<file path="src/rtl/prot_pkt_tx.sv">
// Serial command packet transmitter: frames 0xAA, cmd, len, payload and an XOR checksum
// onto a UART-style line with configurable baud divider, parity and stop bits.
module prot_pkt_tx #(
  parameter int DIV    = 5208,
  parameter int MAXLEN = 8,
  parameter int CMDW   = 4,
  parameter int PARITY = 0,
  parameter int STOP   = 1
) (
  input  logic                         ck,
  input  logic                         rstn,
  input  logic [CMDW-1:0]              cmd,
  input  logic [$clog2(MAXLEN+1)-1:0]  len,
  input  logic [8*MAXLEN-1:0]          pld,
  input  logic                         cmd_vld,
  output logic                         cmd_rdy,
  output logic                         tx,
  output logic                         busy,
  output logic                         done,
  output logic                         bit_tick
);

  localparam int LW = $clog2(MAXLEN + 1);
  localparam int CW = $clog2(DIV);
  localparam logic [CW-1:0] CNT_LAST = CW'(DIV - 1);
  localparam logic [LW-1:0] LEN_MAX  = LW'(MAXLEN);

  typedef enum logic [2:0] {
    S_IDLE,
    S_START,
    S_DATA,
    S_PAR,
    S_STOP
  } state_t;

  state_t              state;
  state_t              state_n;
  logic [CW-1:0]       cnt;
  logic [2:0]          bit_idx;
  logic [2:0]          nxt_bit;
  logic                stop_idx;
  logic [8:0]          byte_idx;
  logic [CMDW-1:0]     cmd_q;
  logic [LW-1:0]       len_q;
  logic [8*MAXLEN-1:0] pld_q;
  logic [7:0]          csum;
  logic [7:0]          cur_byte;
  logic                par_bit;
  logic                tx_q;
  logic                tx_n;
  logic                accept;
  logic                stop_last;
  logic                last_byte;
  logic                in_payload;

  assign cmd_rdy    = (state == S_IDLE);
  assign busy       = (state != S_IDLE);
  assign accept     = cmd_vld && cmd_rdy;
  assign bit_tick   = busy && (cnt == CNT_LAST);
  assign stop_last  = (STOP == 2) ? stop_idx : 1'b1;
  assign last_byte  = (byte_idx == 9'd3 + 9'(len_q));
  assign in_payload = (byte_idx >= 9'd3) && !last_byte;
  assign done       = bit_tick && (state == S_STOP) && stop_last && last_byte;
  assign nxt_bit    = bit_idx + 3'd1;
  assign tx         = tx_q;

  // Payload bytes are consumed from the top of a shift register, so the
  // current payload byte is always the most significant one.
  always_comb begin
    cur_byte = csum;
    if (byte_idx == 9'd0)
      cur_byte = 8'hAA;
    else if (byte_idx == 9'd1)
      cur_byte = 8'(cmd_q);
    else if (byte_idx == 9'd2)
      cur_byte = 8'(len_q);
    else if (in_payload)
      cur_byte = pld_q[8*MAXLEN-1 -: 8];
  end

  assign par_bit = (PARITY == 2) ? ~(^cur_byte) : ^cur_byte;

  always_ff @(posedge ck or negedge rstn) begin
    if (!rstn)
      state <= S_IDLE;
    else
      state <= state_n;
  end

  // Next state and next line level; tx_n is the level of the bit that starts
  // with the transition, so the line register changes together with the state.
  always_comb begin
    state_n = state;
    tx_n    = tx_q;
    case (state)
      S_IDLE: begin
        if (accept) begin
          state_n = S_START;
          tx_n    = 1'b0;
        end
      end
      S_START: begin
        if (bit_tick) begin
          state_n = S_DATA;
          tx_n    = cur_byte[0];
        end
      end
      S_DATA: begin
        if (bit_tick) begin
          if (bit_idx == 3'd7) begin
            if (PARITY != 0) begin
              state_n = S_PAR;
              tx_n    = par_bit;
            end else begin
              state_n = S_STOP;
              tx_n    = 1'b1;
            end
          end else begin
            tx_n = cur_byte[nxt_bit];
          end
        end
      end
      S_PAR: begin
        if (bit_tick) begin
          state_n = S_STOP;
          tx_n    = 1'b1;
        end
      end
      S_STOP: begin
        if (bit_tick && stop_last) begin
          if (last_byte) begin
            state_n = S_IDLE;
            tx_n    = 1'b1;
          end else begin
            state_n = S_START;
            tx_n    = 1'b0;
          end
        end
      end
      default: begin
        state_n = S_IDLE;
        tx_n    = 1'b1;
      end
    endcase
  end

  always_ff @(posedge ck or negedge rstn) begin
    if (!rstn) begin
      tx_q     <= 1'b1;
      cnt      <= '0;
      bit_idx  <= '0;
      stop_idx <= 1'b0;
      byte_idx <= '0;
      cmd_q    <= '0;
      len_q    <= '0;
      pld_q    <= '0;
      csum     <= '0;
    end else begin
      tx_q <= tx_n;
      if (accept) begin
        cnt      <= '0;
        bit_idx  <= '0;
        stop_idx <= 1'b0;
        byte_idx <= '0;
        cmd_q    <= cmd;
        len_q    <= (len > LEN_MAX) ? LEN_MAX : len;
        pld_q    <= pld;
        csum     <= '0;
      end else if (busy) begin
        cnt <= bit_tick ? '0 : cnt + CW'(1);
        if (bit_tick) begin
          if (state == S_DATA)
            bit_idx <= nxt_bit;
          // The checksum covers every byte after the sync byte; it is only
          // read while the final byte goes out, after all others were folded in.
          if (state == S_STOP) begin
            if (stop_last) begin
              stop_idx <= 1'b0;
              byte_idx <= byte_idx + 9'd1;
              if (byte_idx != 9'd0)
                csum <= csum ^ cur_byte;
              if (in_payload)
                pld_q <= pld_q << 8;
            end else begin
              stop_idx <= 1'b1;
            end
          end
        end
      end
    end
  end

endmodule

</file>
<file path="config.mk">
export PLATFORM = sky130hd
export DESIGN_NAME = prot_pkt_tx
export DESIGN_NICKNAME = d
export VERILOG_FILES = /design/src/rtl/prot_pkt_tx.sv
export SDC_FILE = /design/constraint.sdc
export NUM_CORES = 1
export LEC_CHECK = 0
export ABC_AREA = 1
export ABC_CLOCK_PERIOD_IN_PS = 2000
export BUFFER_PORTS_ARGS = -buffer_cell sky130_fd_sc_hd__clkbuf_2
export CAP_MARGIN = 10
export CORE_ASPECT_RATIO = 0.6
export CORE_MARGIN = 2
export CORE_UTILIZATION = 52
export CTS_CLUSTER_DIAMETER = 100
export CTS_CLUSTER_SIZE = 40
export DETAILED_ROUTE_END_ITERATION = 12
export GPL_TIMING_DRIVEN = 0
export PLACE_DENSITY = 0.84
export SLEW_MARGIN = 25
export SYNTH_ARGS = -nofsm -noshare
export SYNTH_HDL_FRONTEND = slang
export SYNTH_SLANG_ARGS = --single-unit
</file>
<file path="constraint.sdc">
create_clock -name ck -period 2 [get_ports ck]
set_input_delay 0.6 -clock ck [delete_from_list [all_inputs] [get_ports ck]]
set_output_delay 0.6 -clock ck [all_outputs]
set_load 0.03 [all_outputs]
</file>
# [Word-level counts from Yosys, hierarchy flattened]
# Cells that the tools add are included.
[totals] reg_bits=109 in_bits=75 output_inout_bits=5 word_cells=98
[classes] addsub=4 n_lt_le_gt_ge=3 n_eq_ne=15 mux=44 bitwise_logic=1 reduce_logical=22
[ops] cell="64-bit two-way mux" count=5
[ops] cell="8-bit two-way mux" count=9
[ops] cell="13-bit two-way mux" count=3
[ops] cell="9-bit two-way mux" count=4
[ops] cell="3-bit two-way mux" count=10
[ops] cell="3-bit one-hot mux with 5 select lines" count=1
[ops] cell="13-bit by 1-bit adder with 13-bit output (second input constant)" count=1
[ops] cell="13-bit == test (second input constant)" count=1
[ops] cell="2-bit nonzero test" count=6
[ops] cell="2-bit != test (second input constant)" count=5
[ops] cell="9-bit by 1-bit adder with 9-bit output (second input constant)" count=1
[ops] cell="9-bit by 1-bit == test with 1-bit output (second input constant)" count=1
[ops] cell="9-bit by 2-bit == test with 1-bit output (second input constant)" count=1
[ops] cell="9-bit by 5-bit == test with 1-bit output" count=1
[ops] cell="9-bit by 2-bit >= comparator with 1-bit output (second input constant)" count=1
[ops] cell="9-bit zero test" count=1
[ops] cell="1-bit two-way mux" count=9
[ops] cell="9-bit nonzero test" count=1
[ops] cell="4-bit AND reduction" count=2
[ops] cell="8-bit bitwise XOR" count=1
[ops] cell="3-bit by 2-bit == test with 1-bit output (second input constant)" count=2
[ops] cell="3-bit == test (second input constant)" count=2
[ops] cell="3-bit AND reduction" count=2
[ops] cell="6-bit AND reduction" count=1
[ops] cell="14 further kinds" count=18

# [Longest topological paths before layout]
[logic_depth] word_depth=14 depth_mapped=20 ltp_nobuf=20

# [Least setup slack after synthesis]
# OpenSTA, ideal clock, no wires.
[synth_timing] kind="register -> output" startpoint="register len_q[0]" endpoint="output port done" arrival_ps=1847 t_required_ps=1400 slack_ps=-447 path_stages_with_launch=12 path_buffers=0 cell_sequence="dfrtp_1 inv_1 ha_1 nand2_1 inv_1 nor2_1 nand3_2 nor2_2 nand2_4 nor2_1 nand2_1 nor2_1"
[synth_between] elab_chain_cells=3
[synth_rtl] item="from (decl)" line_no="44" source="logic [LW-1:0] len_q;"
[synth_rtl] item="from (signal assigned)" line_no="166" source="len_q <= (len > LEN_MAX) ? LEN_MAX : len;"
[synth_rtl] item="2-bit by 4-bit adder with 5-bit output" line_no="61" source="assign last_byte = (byte_idx == 9'd3 + 9'(len_q));"
[synth_rtl] item="9-bit by 5-bit == test with 1-bit output" line_no="61"
[synth_rtl] item="1-bit logical AND" line_no="63" source="assign done = bit_tick && (state == S_STOP) && stop_last && last_byte;"
[synth_rtl] item="to (decl)" line_no="19" source="output logic done,"
# Every way passes these cells.

# [Final worst setup path]
# Same ends and word-level chain as after synthesis.

==> reports/qor.yml <==
detailed_routing:
  drt_iter0_drc: 761
  routed_wl_mm: 21.1
  drc_errors: 0
  num_vias: 6446
  via_per_inst: 6.00
  ant_nets: 0
  drt_first_pass_iters: 6
  wl_per_cell_um: 19.7
synth:
  ys_seq_elements: 109
  async_reset_ff_share_pct: 100
  seq_area_frac_synth_pct: 46.0
  synth_edf_count: 0
  yosysTopAreaCell: "dfrtp_1"
  syn_area_um2: 5930
  synthTopCellsByArea: "dfrtp_1, nand2_1, o21ai_0, inv_1, nor2_1"
  synth_fp_nets: 852
  yosysMostFrequentCell: "nand2_1"
  avgSynthCellArea_um2: 7.71
  yosys-top-cells-count: "nand2_1, o21ai_0, dfrtp_1, inv_1, nor2_1"
  syn_inst: 769
  synth_ff_type: "dfrtp_1"
  yosysWarnings: 0
  synthDistinctLibCells: 45
  synth_top_area_share_pct: 45.6
clock_network:
  clockBufferDepth: 2
  numCtsBuffers: 9
  cts-htree-levels: 3
  clk_pin_slew_ps: 90
  cts_tree: "built"
  numClockSinks: 109
  cts_root_buf: "clkbuf_16"
  clkLatencyLatePin_ps: 380
global_route:
  grt_pass1_wl_mm: 26.7
  grtUsageTotal_pct: 27.8
  first_global_vias: 5584
  grt_max_degree: 77
  gr-total-overflow: 0
  antenna_found_initial: 0
power:
  power_mw: 11.5
  leakagePower_nw: 4.10
  ir_drop_uv: 608
  p_per_area_nw_per_um2: 1370
sta:
  fin_tns_setup_ps: -36990
  finalHoldViolations: 0
  period_needed_ps: 2640
  rsz0062_at_grt: "true"
  setup_viol: 82
  whs_ps: 129
  max_freq_mhz: 378
  slew_headroom_pct: 62.4
  tightest_slew_ps: 559
  finClkSkew_ps: 17.7
  fin_crit_sh_pct: 132
  setup_ws_ps: -645
  slew_viol_final: 0
critical_path:
  worstSetupPathDepth: 11
  startpoint_type: "flip-flop"
  rr_worst_depth: 16
  path_cells: "inv_2, ha_4, nor2_2, nor2_2, nand3_2, nor2_4, nand2_4, nor2_4, nand2_2, nor2_4, buf_8"
  crit_family: "simple AND/OR/NAND/NOR gates"
  end_kind: "output pin"
  arrival_ps: 2040
  cpMostUsedCell: "nor2_4"
  crit_fanout: 2
  path_buf_inv: 2
  crit_type: "reg2out"
  cpPeakStageDelay_ps: 400
  critPathRequiredTime_ps: 1400
  critical-path-slowest-cell: "dfrtp_1"
status:
  violations: "setup timing"
  status: "complete, but fails checks"
floorplan:
  core-area_um2: 11200
  die_area_um2: 12300
  die_h_um: 86.7
  start_util_pct: 52.8
  fp-row-count: 30
  io_pins: 80
  die_w_um: 142
final_layout:
  fill_cells: 668
  n_antenna_cell: 0
  fin_nets: 1009
  drive_gt1_share_pct: 38.6
  instances_no_fill: 1075
  area_growth_pct: 41.8
  fin_util_pct: 74.9
place:
  place.port_buffers: 79
  dp.cells: 993
  routabilityCongestion: 0.885
  hpwl_mm: 10.6
flow_run:
  cap_violations: 0
hold_path:
  min_path_type: "in2async"
-- through the flow --
step	area [um^2]	setup slack, ps
CTS	7510	-579
floorplan	5970	-211
global route	8400	-718
detailed placement	6580	-453
finish	8400	-645
global placement	6550	-1210
-- metal layers --
| layer | wire, um | share of wire (%) | track usage (%) |
|---|---|---|---|
| met5 | 0 | 0 | 0 |
| met4 | 1210 | 5.7 | 8.55 |
| met3 | 2180 | 10 | 6.19 |
| met2 | 9550 | 45 | 43.5 |
| met1 | 8200 | 39 | 39.2 |
-- kinds of logic (layout without fill, tap and decap cells) --
logic type	after synthesis	in the layout	share of synthesized area [%]
and+or+nand+nor	319	319	24.4
buffers and inverters	147	308	10.0
muxes	4	4	0.760
adders and majority gates	8	8	1.69
AOI/OAI and AO/OA	178	179	16.5
xor gates and xnor gates	4	4	0.591
DFF	109	109	46.0
-- state kept, by name, summed over array words and instances (netlist names) --
register / cells
csum: 8
pld_q: 64
cmd_q: 4
tx: 1
len_q: 4
cnt: 13
bit_idx: 3
state: 3
byte_idx: 9
-- timing repair --
| item | CTS | global route |
|---|---|---|
| resized for setup | 106 | 198 |
| buffers inserted | 35 | 26 |
| pin swaps | 20 | 35 |
| hold buffers | 0 | 0 |
| endpoints found under the setup margin | 98 | 103 |
| cloned | 5 | 7 |
-- worst register-to-register path, stage by stage, from the launching register on --
cell     delay (ps)
dfrtp_1         400
inv_2            70
ha_4            280
nand2_2          50
inv_2            70
nor2_2           40
nand3_2          90
nor2_4           40
nand2_4         100
buf_6           120
buf_8           120
nand2_8          70
buf_6           140
buf_6           110
o21ai_4         280
buf_6           200
mux2_4          320
-- where the power goes --
group / switching (mW) / total (mW) / internal (mW)
Combinational: 3.57 / 5.99 / 2.42
Clock: 0.980 / 2.00 / 1.02
Sequential: 0.471 / 3.48 / 3.01
-- path summary, 6_finish.rpt --
check | start | endpoint | slack, ps
min in group ck | cmd[1] | cmd_q[1]$_DFFE_PN0P_ | 430
worst min-delay path | rstn | cmd_q[3]$_DFFE_PN0P_ | 130
worst max-delay path | len_q[0]$_DFFE_PN0P_ | done | -640
worst max register to register | len_q[0]$_DFFE_PN0P_ | pld_q[45]$_DFFE_PN0P_ | -620
worst min register to register | cmd_q[1]$_DFFE_PN0P_ | cmd_q[1]$_DFFE_PN0P_ | 500
max in group asynchronous | rstn | pld_q[5]$_DFFE_PN0P_ | 1210
-- final cells by class --
cell class                      instances  area [um^2]  area share [%]
Buffer                                 28          244            2.90
Clock buffer                            9          225            2.68
Clock inverter                          7          101            1.21
Inverter                              118          458            5.45
Multi-Input combinational cell        514         3280            39.1
Sequential cell                       109         2730            32.5
Tap cell                              144          180            2.14
Timing Repair Buffer                  146         1180            14.1
-- layout by cell type, fill, tap and decap left out, drive strengths merged, types with 2 or more instances in the layout --
cell    count
a31oi      11
nor4        5
inv       120
o211ai      5
xor2        4
buf        84
nand4       8
nor3       16
a21oi      27
dfrtp     108
nand2     201
clkinv      3
o21ai     127
o22ai       5
nand3      34
ha          8
mux2        4
nor3b       2
clkbuf     99
nor2       50
(Power assumes the default switching activity.)
